File: config.mk
export PLATFORM = sky130hd
export DESIGN_NAME = multicycle_controller
export DESIGN_NICKNAME = d
export VERILOG_FILES = /design/src/rtl/riscv_ctrl_pkg.sv /design/src/rtl/opcode_classifier.sv /design/src/rtl/multicycle_controller.sv
export SDC_FILE = /design/constraint.sdc
export NUM_CORES = 1
export LEC_CHECK = 0
export CAP_MARGIN = 20
export CORE_MARGIN = 2
export CORE_UTILIZATION = 56
export CTS_CLUSTER_SIZE = 24
export DETAILED_ROUTE_END_ITERATION = 12
export DONT_BUFFER_PORTS = 1
export PLACE_DENSITY = 0.8
export SLEW_MARGIN = 40
export SYNTH_ARGS = -nofsm -noshare
export SYNTH_HDL_FRONTEND = slang
export SYNTH_SLANG_ARGS = --single-unit
File: constraint.sdc
create_clock -name clk -period 1.9 [get_ports clk]
set_input_delay 0.38 -clock clk [delete_from_list [all_inputs] [get_ports clk]]
set_output_delay 0.38 -clock clk [all_outputs]
set_load 0.02 [all_outputs]
File: src/rtl/riscv_ctrl_pkg.sv
// riscv_ctrl_pkg
// Shared definitions for the multi-cycle RV32I sequencing controller:
//   - state_t       : controller FSM states
//   - OP_*          : RV32I major opcodes the controller recognises
//   - PC_SEL_*      : next-PC source encodings driven on pc_sel
//   - FAULT_*       : trap cause encodings driven on fault_code
//   - state_is_busy : busy decode shared by every user of state_t
package riscv_ctrl_pkg;

    typedef enum logic [2:0] {
        ST_FETCH  = 3'd0,
        ST_DECODE = 3'd1,
        ST_EXEC   = 3'd2,
        ST_MEM    = 3'd3,
        ST_WB     = 3'd4,
        ST_HALT   = 3'd5,
        ST_FAULT  = 3'd6
    } state_t;

    localparam logic [6:0] OP_R      = 7'h33;
    localparam logic [6:0] OP_I      = 7'h13;
    localparam logic [6:0] OP_LOAD   = 7'h03;
    localparam logic [6:0] OP_STORE  = 7'h23;
    localparam logic [6:0] OP_BRANCH = 7'h63;
    localparam logic [6:0] OP_LUI    = 7'h37;
    localparam logic [6:0] OP_AUIPC  = 7'h17;
    localparam logic [6:0] OP_JAL    = 7'h6F;
    localparam logic [6:0] OP_JALR   = 7'h67;

    localparam logic [1:0] PC_SEL_PLUS4  = 2'b00;
    localparam logic [1:0] PC_SEL_BRANCH = 2'b01;
    localparam logic [1:0] PC_SEL_JUMP   = 2'b10;

    localparam logic [1:0] FAULT_NONE    = 2'b00;
    localparam logic [1:0] FAULT_ILLEGAL = 2'b01;
    localparam logic [1:0] FAULT_IMEM    = 2'b10;
    localparam logic [1:0] FAULT_DMEM    = 2'b11;

    // The core is idle only when parked in HALT or trapped in FAULT.
    function automatic logic state_is_busy(input state_t s);
        logic b;
        case (s)
            ST_HALT:  b = 1'b0;
            ST_FAULT: b = 1'b0;
            default:  b = 1'b1;
        endcase
        return b;
    endfunction

endpackage

File: src/rtl/opcode_classifier.sv
// opcode_classifier
// Combinational truth table mapping an RV32I major opcode to the control
// attributes the sequencer needs.
// Ports:
//   i_opcode    in  7  opcode from the Decode stage
//   o_legal     out 1  opcode is one the core executes
//   o_is_mem    out 1  load or store (needs a MEM cycle)
//   o_is_store  out 1  store
//   o_writes_rd out 1  instruction writes the register file
//   o_is_branch out 1  conditional branch
//   o_is_jump   out 1  JAL or JALR
module opcode_classifier
    import riscv_ctrl_pkg::*;
(
    input  logic [6:0] i_opcode,
    output logic       o_legal,
    output logic       o_is_mem,
    output logic       o_is_store,
    output logic       o_writes_rd,
    output logic       o_is_branch,
    output logic       o_is_jump
);

    // Opcode decode; anything unlisted is illegal with every attribute low.
    always_comb begin
        o_legal     = 1'b0;
        o_is_mem    = 1'b0;
        o_is_store  = 1'b0;
        o_writes_rd = 1'b0;
        o_is_branch = 1'b0;
        o_is_jump   = 1'b0;
        case (i_opcode)
            OP_R, OP_I, OP_LUI, OP_AUIPC: begin
                o_legal     = 1'b1;
                o_writes_rd = 1'b1;
            end
            OP_LOAD: begin
                o_legal     = 1'b1;
                o_is_mem    = 1'b1;
                o_writes_rd = 1'b1;
            end
            OP_STORE: begin
                o_legal    = 1'b1;
                o_is_mem   = 1'b1;
                o_is_store = 1'b1;
            end
            OP_BRANCH: begin
                o_legal     = 1'b1;
                o_is_branch = 1'b1;
            end
            OP_JAL, OP_JALR: begin
                o_legal     = 1'b1;
                o_is_jump   = 1'b1;
                o_writes_rd = 1'b1;
            end
            default: begin
                o_legal = 1'b0;
            end
        endcase
    end

endmodule

File: src/rtl/multicycle_controller.sv
// multicycle_controller
// Sequencing FSM for the multi-cycle RV32I core: FETCH, DECODE, EXEC,
// MEM, WB plus HALT and the terminal FAULT trap.
// Parameters: MAX_WAIT (memory wait limit), CNT_W (instret width).
// Ports:
//   clk, rst_n                      clock, async active-low reset
//   halt_req                        pause after the current instruction
//   imem_req/imem_ready             instruction fetch handshake
//   ir_load, decode_en, alu_en      per-stage strobes
//   opcode, branch_taken            from Decode / ALU
//   dmem_req/dmem_we/dmem_ready     data memory handshake
//   rf_we, pc_en, pc_sel            writeback controls
//   busy, fault, fault_code         status
//   instret                         retired-instruction count
// Every output is a register loaded from the next state, so outputs
// change only on clock edges (or asynchronously to zero on reset).
module multicycle_controller
    import riscv_ctrl_pkg::*;
#(
    parameter int MAX_WAIT = 15,
    parameter int CNT_W    = 32
) (
    input  logic             clk,
    input  logic             rst_n,
    input  logic             halt_req,
    output logic             imem_req,
    input  logic             imem_ready,
    output logic             ir_load,
    output logic             decode_en,
    input  logic [6:0]       opcode,
    input  logic             branch_taken,
    output logic             alu_en,
    output logic             dmem_req,
    output logic             dmem_we,
    input  logic             dmem_ready,
    output logic             rf_we,
    output logic             pc_en,
    output logic [1:0]       pc_sel,
    output logic             busy,
    output logic             fault,
    output logic [1:0]       fault_code,
    output logic [CNT_W-1:0] instret
);

    localparam int WAIT_W = (MAX_WAIT < 1) ? 1 : $clog2(MAX_WAIT + 1);

    logic w_legal, w_is_mem, w_is_store, w_writes_rd, w_is_branch, w_is_jump;

    opcode_classifier u_classifier (
        .i_opcode    (opcode),
        .o_legal     (w_legal),
        .o_is_mem    (w_is_mem),
        .o_is_store  (w_is_store),
        .o_writes_rd (w_writes_rd),
        .o_is_branch (w_is_branch),
        .o_is_jump   (w_is_jump)
    );

    state_t              r_state,   w_next_state;
    logic [WAIT_W-1:0]   r_wait,    w_next_wait;
    logic [CNT_W-1:0]    r_instret, w_next_instret;
    logic                r_fault,   w_next_fault;
    logic [1:0]          r_fault_code, w_next_code;
    logic r_imem_req, r_ir_load, r_decode_en, r_alu_en, r_dmem_req, r_dmem_we;
    logic r_rf_we, r_pc_en, r_busy;
    logic [1:0] r_pc_sel;
    logic w_imem_req, w_ir_load, w_decode_en, w_alu_en, w_dmem_req, w_dmem_we;
    logic w_rf_we, w_pc_en, w_busy;
    logic [1:0] w_pc_sel;

    // Next-state, wait-counter, trap and retire-counter logic.
    always_comb begin
        w_next_state   = r_state;
        w_next_wait    = {WAIT_W{1'b0}};   // cleared on every state entry
        w_next_fault   = r_fault;
        w_next_code    = r_fault_code;
        w_next_instret = r_instret;
        case (r_state)
            ST_FETCH: begin
                // r_imem_req is low only in the first cycle after reset, so a
                // stray imem_ready there is not taken as a fetch response.
                // Ready is checked before the limit: ready wins over timeout.
                if (r_imem_req && imem_ready) begin
                    w_next_state = ST_DECODE;
                end else if (r_imem_req && (r_wait == WAIT_W'(MAX_WAIT))) begin
                    w_next_state = ST_FAULT;
                    w_next_fault = 1'b1;
                    w_next_code  = FAULT_IMEM;
                end else if (r_imem_req) begin
                    w_next_wait = r_wait + WAIT_W'(1);
                end else begin
                    w_next_wait = r_wait;
                end
            end
            ST_DECODE: begin
                w_next_state = ST_EXEC;
            end
            ST_EXEC: begin
                if (!w_legal) begin
                    w_next_state = ST_FAULT;
                    w_next_fault = 1'b1;
                    w_next_code  = FAULT_ILLEGAL;
                end else if (w_is_mem) begin
                    w_next_state = ST_MEM;
                end else begin
                    w_next_state = ST_WB;
                end
            end
            ST_MEM: begin
                if (dmem_ready) begin
                    w_next_state = ST_WB;
                end else if (r_wait == WAIT_W'(MAX_WAIT)) begin
                    w_next_state = ST_FAULT;
                    w_next_fault = 1'b1;
                    w_next_code  = FAULT_DMEM;
                end else begin
                    w_next_wait = r_wait + WAIT_W'(1);
                end
            end
            ST_WB: begin
                w_next_instret = r_instret + CNT_W'(1);
                if (halt_req) begin
                    w_next_state = ST_HALT;
                end else begin
                    w_next_state = ST_FETCH;
                end
            end
            ST_HALT: begin
                if (halt_req) begin
                    w_next_state = ST_HALT;
                end else begin
                    w_next_state = ST_FETCH;
                end
            end
            ST_FAULT: begin
                w_next_state = ST_FAULT;
            end
            default: begin
                // Corrupted state encoding: trap rather than guess.
                w_next_state = ST_FAULT;
                w_next_fault = 1'b1;
                w_next_code  = FAULT_ILLEGAL;
            end
        endcase
    end

    // Moore output decode of the state being entered; registered below.
    // opcode/branch_taken are stable for the whole instruction, so sampling
    // them at the edge into WB or MEM matches their value inside that state.
    always_comb begin
        w_imem_req  = 1'b0;
        w_ir_load   = 1'b0;
        w_decode_en = 1'b0;
        w_alu_en    = 1'b0;
        w_dmem_req  = 1'b0;
        w_dmem_we   = 1'b0;
        w_rf_we     = 1'b0;
        w_pc_en     = 1'b0;
        w_pc_sel    = PC_SEL_PLUS4;
        w_busy      = state_is_busy(w_next_state);
        case (w_next_state)
            ST_FETCH: begin
                w_imem_req = 1'b1;
            end
            ST_DECODE: begin
                // The IR and the Decode register both capture the fetched
                // word in this one cycle, so opcode is valid in EXEC.
                w_ir_load   = 1'b1;
                w_decode_en = 1'b1;
            end
            ST_EXEC: begin
                w_alu_en = 1'b1;
            end
            ST_MEM: begin
                w_dmem_req = 1'b1;
                w_dmem_we  = w_is_store;
            end
            ST_WB: begin
                w_rf_we = w_writes_rd;
                w_pc_en = 1'b1;
                if (w_is_jump) begin
                    w_pc_sel = PC_SEL_JUMP;
                end else if (w_is_branch && branch_taken) begin
                    w_pc_sel = PC_SEL_BRANCH;
                end else begin
                    w_pc_sel = PC_SEL_PLUS4;
                end
            end
            default: begin
                w_imem_req = 1'b0;
            end
        endcase
    end

    // State, counters and registered outputs; reset clears every strobe.
    always_ff @(posedge clk or negedge rst_n) begin
        if (!rst_n) begin
            r_state      <= ST_FETCH;
            r_wait       <= {WAIT_W{1'b0}};
            r_instret    <= {CNT_W{1'b0}};
            r_fault      <= 1'b0;
            r_fault_code <= FAULT_NONE;
            r_imem_req   <= 1'b0;
            r_ir_load    <= 1'b0;
            r_decode_en  <= 1'b0;
            r_alu_en     <= 1'b0;
            r_dmem_req   <= 1'b0;
            r_dmem_we    <= 1'b0;
            r_rf_we      <= 1'b0;
            r_pc_en      <= 1'b0;
            r_pc_sel     <= PC_SEL_PLUS4;
            r_busy       <= 1'b0;
        end else begin
            r_state      <= w_next_state;
            r_wait       <= w_next_wait;
            r_instret    <= w_next_instret;
            r_fault      <= w_next_fault;
            r_fault_code <= w_next_code;
            r_imem_req   <= w_imem_req;
            r_ir_load    <= w_ir_load;
            r_decode_en  <= w_decode_en;
            r_alu_en     <= w_alu_en;
            r_dmem_req   <= w_dmem_req;
            r_dmem_we    <= w_dmem_we;
            r_rf_we      <= w_rf_we;
            r_pc_en      <= w_pc_en;
            r_pc_sel     <= w_pc_sel;
            r_busy       <= w_busy;
        end
    end

    assign imem_req   = r_imem_req;
    assign ir_load    = r_ir_load;
    assign decode_en  = r_decode_en;
    assign alu_en     = r_alu_en;
    assign dmem_req   = r_dmem_req;
    assign dmem_we    = r_dmem_we;
    assign rf_we      = r_rf_we;
    assign pc_en      = r_pc_en;
    assign pc_sel     = r_pc_sel;
    assign busy       = r_busy;
    assign fault      = r_fault;
    assign fault_code = r_fault_code;
    assign instret    = r_instret;

endmodule
==> reports/results.txt, run 1 <==
run status -> finished clean
CP Cell Sequence -> buf_4, and4bb_2, a21o_1, a21oi_1, o21ai_2, nor4_1
TNS Setup -> 0 ps
share of layout cells above drive strength 1 -> 0.2129
Post-synth top flop -> dfrtp_1
Max Cap Viol -> 0
Post-Syn Area per Cell -> 10.88 um^2
largest family of logic cells by synthesized area -> simple AND/OR/NAND/NOR gates
post-synthesis mux area share -> 0.004559
Total Wirelength -> 4968 um
most common cell after layout, fill and taps aside -> dfrtp_1
Post-synth EDFFs -> 0
global-route wire length before repair -> 8838 um
WHS Path Cells -> 2
Setup crit end kind -> register
post-synthesis compound-gate area fraction -> 0.07801
RSZ-0062 raised after global routing -> yes
Setup Viol. Count Final -> 0
number of global-route vias before repair -> 1986
Die Wd -> 70.41 um
leakage power -> 1.376 nW
Area contributors post-synth -> dfrtp_1, xnor2_1, xor2_1
Initial Util -> 0.5752
Critical R2R Capture -> rf_we$_DFF_PN0_
worst skew pair latency -> 300 ps
Peak VDD IR -> 399.5 uV
Total GRT Usage -> 0.2247
Post-DP HPWL -> 3719 um
Critical Path AT -> 2050 ps
Setup Crit Path Kind -> register to register
Root Driver -> clkbuf_8
fin crit period -> 1863 ps
CP Buf/Inv Count -> 1
number of routed nets with antenna violations -> 0
pins over their slew limit -> 0
Max-slew headroom -> 0.7099
Cells after Synth -> 227
Final #Nets -> 277
Max Clock Freq -> 536.8 MHz
Worst Hold Class -> input port to register
drt wl/cell -> 15.77 um
Worst path max stage delay -> 410 ps
Netlist cell types -> 49
synthesized area -> 2470 um^2
#FFs+latches synth -> 52
Tightest Pin Transition -> 431.2 ps
Pre-antenna DRT Iters -> 4
ys async rst share -> 1.000
Synth Area in XOR/XNOR -> 0.1170
DR iter-0 viols -> 83
setup slack, reg-to-reg -> 40 ps
skew final -> 8.707 ps
Setup Buffers After CTS -> 0
Hold Path End -> pc_sel[0]$_DFF_PN0_
Die H -> 70.41 um
Power Density -> 618.1 nW/um^2
grt ovf -> 0
initial antenna violation count -> 0
footprint of the multi-input gates -> 1141 um^2
Placer Congestion -> 0.9486
Final Hold Fails -> 0
CTS tree -> yes
Hold Startpoint -> opcode[6]
Sequential cell area -> 1304 um^2
Crit Path Max Fanout -> 14
most frequent cells in the layout -> dfrtp_1, buf_4, xnor2_1
row cnt -> 24
clock sink count -> 52
final worst-path cycle share -> 0.9805
share of the synthesized area in the top cell type -> 0.5268
Worst path slowest cell -> dfrtp_1
area of the core -> 4294 um^2
Overall Power -> 1.793 mW
Layout area overhead -> 17.43%
Clk pin slew, worst setup/hold paths -> 90 ps
IO Port Bufs -> 0
Ys Warns -> 0
Synth Area in Simple Gates -> 0.2421
H-Tree Depth -> 2
Remaining DRCs -> 0
Seq/Total Area, Yosys -> 0.5268
Layout Utilization -> 0.6754
largest net degree at the start of global routing -> 53
Reg2Reg Depth -> 6
Post-Synth Adder-Cell Area -> 0.01013
Top Ports -> 59
Num CTS Buffers -> 5
diode count -> 0
vias -> 1830
die area -> 4958 um^2
syn nets -> 242
Worst R2R Start -> r_state[1]$_DFF_PN0_
Filler cells -> 296
Max Root-Sink Buffers -> 2
Setup crit start kind -> register
CP delay by family, top -> simple AND/OR/NAND/NOR gates
post-synth top area cell -> dfrtp_1
worst path required time -> 2090 ps
vias per cell -> 5.810
[sequential cells by signal (all words and copies together), names as in the netlist]
register and count:
pc_en 1, busy 1, rf_we 1, imem_req 1, instret 32, pc_sel 2
r_state 3, decode_en 1, fault_code 2, alu_en 1, r_wait 4, dmem_req 1
dmem_we 1, fault 1
[synth_stat cells, types with 2 or more instances]
master,n
ha_1,2
xor2_1,10
inv_1,5
a21oi_1,5
nor2_1,16
xnor2_1,23
nor3_1,7
dfrtp_1,52
a21o_1,2
nor2b_1,2
buf_4,2
o21ai_0,4
nand2_1,21
nor4_1,5
and3_1,3
and2_1,4
buf_2,3
nor3b_4,2
nand3_1,15
nand4_1,6
and4_1,8
nand2b_1,3
[worst reg2reg max path, stage by stage, from the launching register on]
cell,delay (ps)
dfrtp_1,410
buf_4,200
and4bb_2,280
a21o_1,180
a21oi_1,190
o21ai_2,140
nor4_1,350
[metal layers]
metal  track usage  wire length (um)
met4       0.08761                76
met5             0                 0
met1        0.2662              1938
met3       0.06782               375
met2        0.3816              2578
[cells by family after synthesis]
| kind of cell | Yosys count |
|---|---|
| and+or+nand+nor | 102 |
| DFF | 52 |
| xor gates and xnor gates | 33 |
| AOI/OAI and AO/OA | 26 |
| buffers and inverters | 11 |
| adders and majority gates | 2 |
| muxes | 1 |
[how the worst max path moves through the flow]
| stage | from | to | slack (ps) | depth (start not counted) |
|---|---|---|---|---|
| after detailed placement | r_state[2]$_DFF_PN0_ | instret[28]$_DFFE_PN0P_ | 10 | 5 |
| after floorplan | r_state[0]$_DFF_PN0_ | r_wait[3]$_DFFE_PN0P_ | 200 | 6 |
| after CTS | r_state[0]$_DFF_PN0_ | instret[28]$_DFFE_PN0P_ | 30 | 5 |
| after global routing | r_state[1]$_DFF_PN0_ | rf_we$_DFF_PN0_ | -30 | 6 |
| after global placement | r_state[1]$_DFF_PN0_ | pc_sel[1]$_DFF_PN0_ | 90 | 6 |
| final | r_state[1]$_DFF_PN0_ | rf_we$_DFF_PN0_ | 40 | 6 |
[area by class of cell]
cell class                 instances  share of cell area
timing repair buffer              34             0.09577
sequential                        52              0.4495
clock buffer                       7             0.02977
inverter                           5            0.006471
tap                               52             0.02243
multi-input combinational        164              0.3934
clock inverter                     1            0.002588
[stage by stage]
step,hold slack [ps],setup WS [ps],instances,cell area (um^2)
final,196.3,37.02,315,2900
after global placement,85.69,94.40,305,2741
after detailed placement,85.64,11.44,305,2741
after global routing,190.3,-34.63,315,2900
after floorplan,84.41,195.9,227,2470
after CTS,187.3,31.21,315,2874
[report_power, final]
group,switching [mW],internal (mW)
clock,0.349,0.296
sequential,0.00189,1.11
combinational,0.0259,0.0131
total,0.377,1.42
[repair_timing]
action | 4_1_cts | 5_1_grt
hold buffers | 2 | 0
hold endpoints to repair | 52 | 0
pin swaps | 0 | 2
setup endpoints to repair | 1 | 6
resized for setup | 1 | 5
Power figures use the tool's default switching activity.
==> inputs of run 2 (changes only) <==
- clock period: 1.9 -> 1.87 ns (I/O delays scaled with it)
==> run 2 against run 1 <==
Core utilization rose by 1.6 points. Worst setup slack got worse by 1.6 ps. Die area did not move. Sequential share of layout area fell by 1.0 points. Highest routed layer unchanged. Largest power group unchanged. Via count rose by 2.8%. Register-to-register slack barely moved. Critical endpoint unchanged. Combinational power rose by 2%. Clock skew fell by 3.9 ps.
==> reports/results.txt, run 2 (synthesized netlist as in run 1, its figures left out) <==
fin crit period -> 1835 ps (-28.41 ps)
Clk pin slew, worst setup/hold paths -> 80 ps (about the same)
CP delay by family, top -> simple AND/OR/NAND/NOR gates
CTS tree -> yes
Worst R2R Start -> r_state[1]$_DFF_PN0_
Placer Congestion -> 0.8950 (-5.7%)
largest net degree at the start of global routing -> 53 (unchanged)
final setup margin -> 35.43 ps (-1.588 ps)
Post-DP HPWL -> 3734 um (+0.41%)
DR iter-0 viols -> 68 (-18%)
share of layout cells above drive strength 1 -> 0.2434 (+0.03052)
Max Root-Sink Buffers -> 2 (unchanged)
Crit Path Max Fanout -> 13 (-1)
CP Cell Sequence -> buf_4, and4bb_2, a21o_1, a21oi_2, o21ai_2, nor4_2
Overall Power -> 1.915 mW (+6.8%)
grt ovf -> 0 (unchanged)
pins over their slew limit -> 0 (unchanged)
Root Driver -> clkbuf_8
row cnt -> 24 (unchanged)
clock sink count -> 52 (unchanged)
Filler cells -> 323 (+9.1%)
Hold Startpoint -> opcode[6]
Setup Crit Path Kind -> register to register
Final Hold Fails -> 0 (unchanged)
crit path from -> r_state[1]$_DFF_PN0_
Total Wirelength -> 5126 um (+3.2%)
Setup crit start kind -> register
leakage power -> 1.404 nW (+2.1%)
Initial Util -> 0.5752 (unchanged)
global-route wire length before repair -> 8300 um (-6.1%)
initial antenna violation count -> 0 (unchanged)
Max Cap Viol -> 0 (unchanged)
drt wl/cell -> 16.07 um (+1.9%)
Max Clock Freq -> 545.1 MHz (+1.5%)
Power Density -> 645.3 nW/um^2 (+4.4%)
setup slack, reg-to-reg -> 40 ps (about the same)
Worst path max stage delay -> 410 ps (about the same)
number of flip-flops in the largest register -> 32 (unchanged)
Layout area overhead -> 20.16%
vias per cell -> 5.897 (+1.5%)
Remaining DRCs -> 0 (unchanged)
Max-slew headroom -> 0.7045 (-0.005386)
Final #Nets -> 281 (+1.4%)
worst path required time -> 2060 ps (-30 ps)
most common cell after layout, fill and taps aside -> dfrtp_1
worst skew pair latency -> 300 ps (about the same)
diode count -> 0 (unchanged)
Worst Hold Class -> input port to register
Critical Path AT -> 2030 ps (-20 ps)
CP Buf/Inv Count -> 1 (unchanged)
Top Ports -> 59 (unchanged)
Peak VDD IR -> 366.7 uV (-8.2%)
Die Wd -> 70.41 um (unchanged)
stages on the worst setup path -> 6 (unchanged)
Num CTS Buffers -> 5 (unchanged)
number of global-route vias before repair -> 1839 (-7.4%)
area of the core -> 4294 um^2 (unchanged)
skew final -> 4.775 ps (-3.933 ps)
run status -> finished clean
Tightest Pin Transition -> 439.2 ps (+8.005 ps)
vias -> 1881 (+2.8%)
TNS Setup -> 0 ps (unchanged)
Worst Setup EP -> rf_we$_DFF_PN0_
final worst-path cycle share -> 0.9811 (about the same)
Setup crit end kind -> register
Total GRT Usage -> 0.2121 (-0.01262)
pre-CTS setup slack -> 30.73 ps (+19.29 ps)
Reg2Reg Depth -> 6 (unchanged)
number of routed nets with antenna violations -> 0 (unchanged)
Min Hold Slack -> 205.6 ps (+9.314 ps)
IO Port Bufs -> 0 (unchanged)
die area -> 4958 um^2 (unchanged)
Worst path slowest cell -> dfrtp_1
Setup Viol. Count Final -> 0 (unchanged)
most frequent cells in the layout -> dfrtp_1, buf_4, xnor2_1
Critical R2R Capture -> rf_we$_DFF_PN0_
Die H -> 70.41 um (unchanged)
Pre-antenna DRT Iters -> 6 (+2)
H-Tree Depth -> 2 (unchanged)
run 2: worst min-delay path by stage:
stage / cells past startpoint / endpoint
after floorplan: 0 / alu_en$_DFF_PN0_
after global placement: 0 / instret[7]$_DFFE_PN0P_
after detailed placement: 0 / instret[7]$_DFFE_PN0P_
after CTS: 2 / pc_sel[0]$_DFF_PN0_
after global routing: 2 / decode_en$_DFF_PN0_
final: 2 / pc_sel[0]$_DFF_PN0_
run 2: routing by layer:
layer | GRT usage | vias to the layer above | wire length, um
li1 | - | 891 | -
met1 | 0.2479 | 925 | 2099
met2 | 0.3669 | 56 | 2640
met3 | 0.06926 | 9 | 303
met4 | 0.06838 | 0 | 83
met5 | 0 | - | 0
run 2: layout make-up:
class / count / area, um^2 / area share
inverters: 5 / 18.77 / 0.006324
multi-input cells: 164 / 1165 / 0.3925
clock inverters: 2 / 35.03 / 0.01180
clock buffers: 6 / 72.57 / 0.02445
well taps: 52 / 65.06 / 0.02192
repair buffers: 38 / 307.8 / 0.1037
flip-flops and latches: 52 / 1304 / 0.4393
run 2: what timing repair did:
action / 4_1_cts / 5_1_grt
resized for setup: 0 / 11
hold buffers: 2 / 0
endpoints found under the setup margin: 0 / 6
setup buffers: 0 / 1
hold endpoints to repair: 52 / 0
run 2: worst register-to-register path, cell delays in order, from the launching register on:
cell and delay [ps]:
dfrtp_1 410, buf_4 190, and4bb_2 280, a21o_1 190
a21oi_2 160, o21ai_2 150, nor4_2 350
run 2: report_power, final:
group / switching (mW) / internal [mW] / total (mW)
registers: 0.00192 / 1.12 / 1.13
logic: 0.0264 / 0.0133 / 0.0398
clock network: 0.352 / 0.397 / 0.749
total: 0.380 / 1.53 / 1.92
run 2: stage by stage:
stage	std cells	util	instance area (um^2)
4_1_cts	318	0.6774	2909
2_1_floorplan	227	-	2470
5_1_grt	319	0.6911	2968
6_report	319	0.6911	2968
3_3_place_gp	308	0.6436	2764
3_5_place_dp	308	0.6436	2764
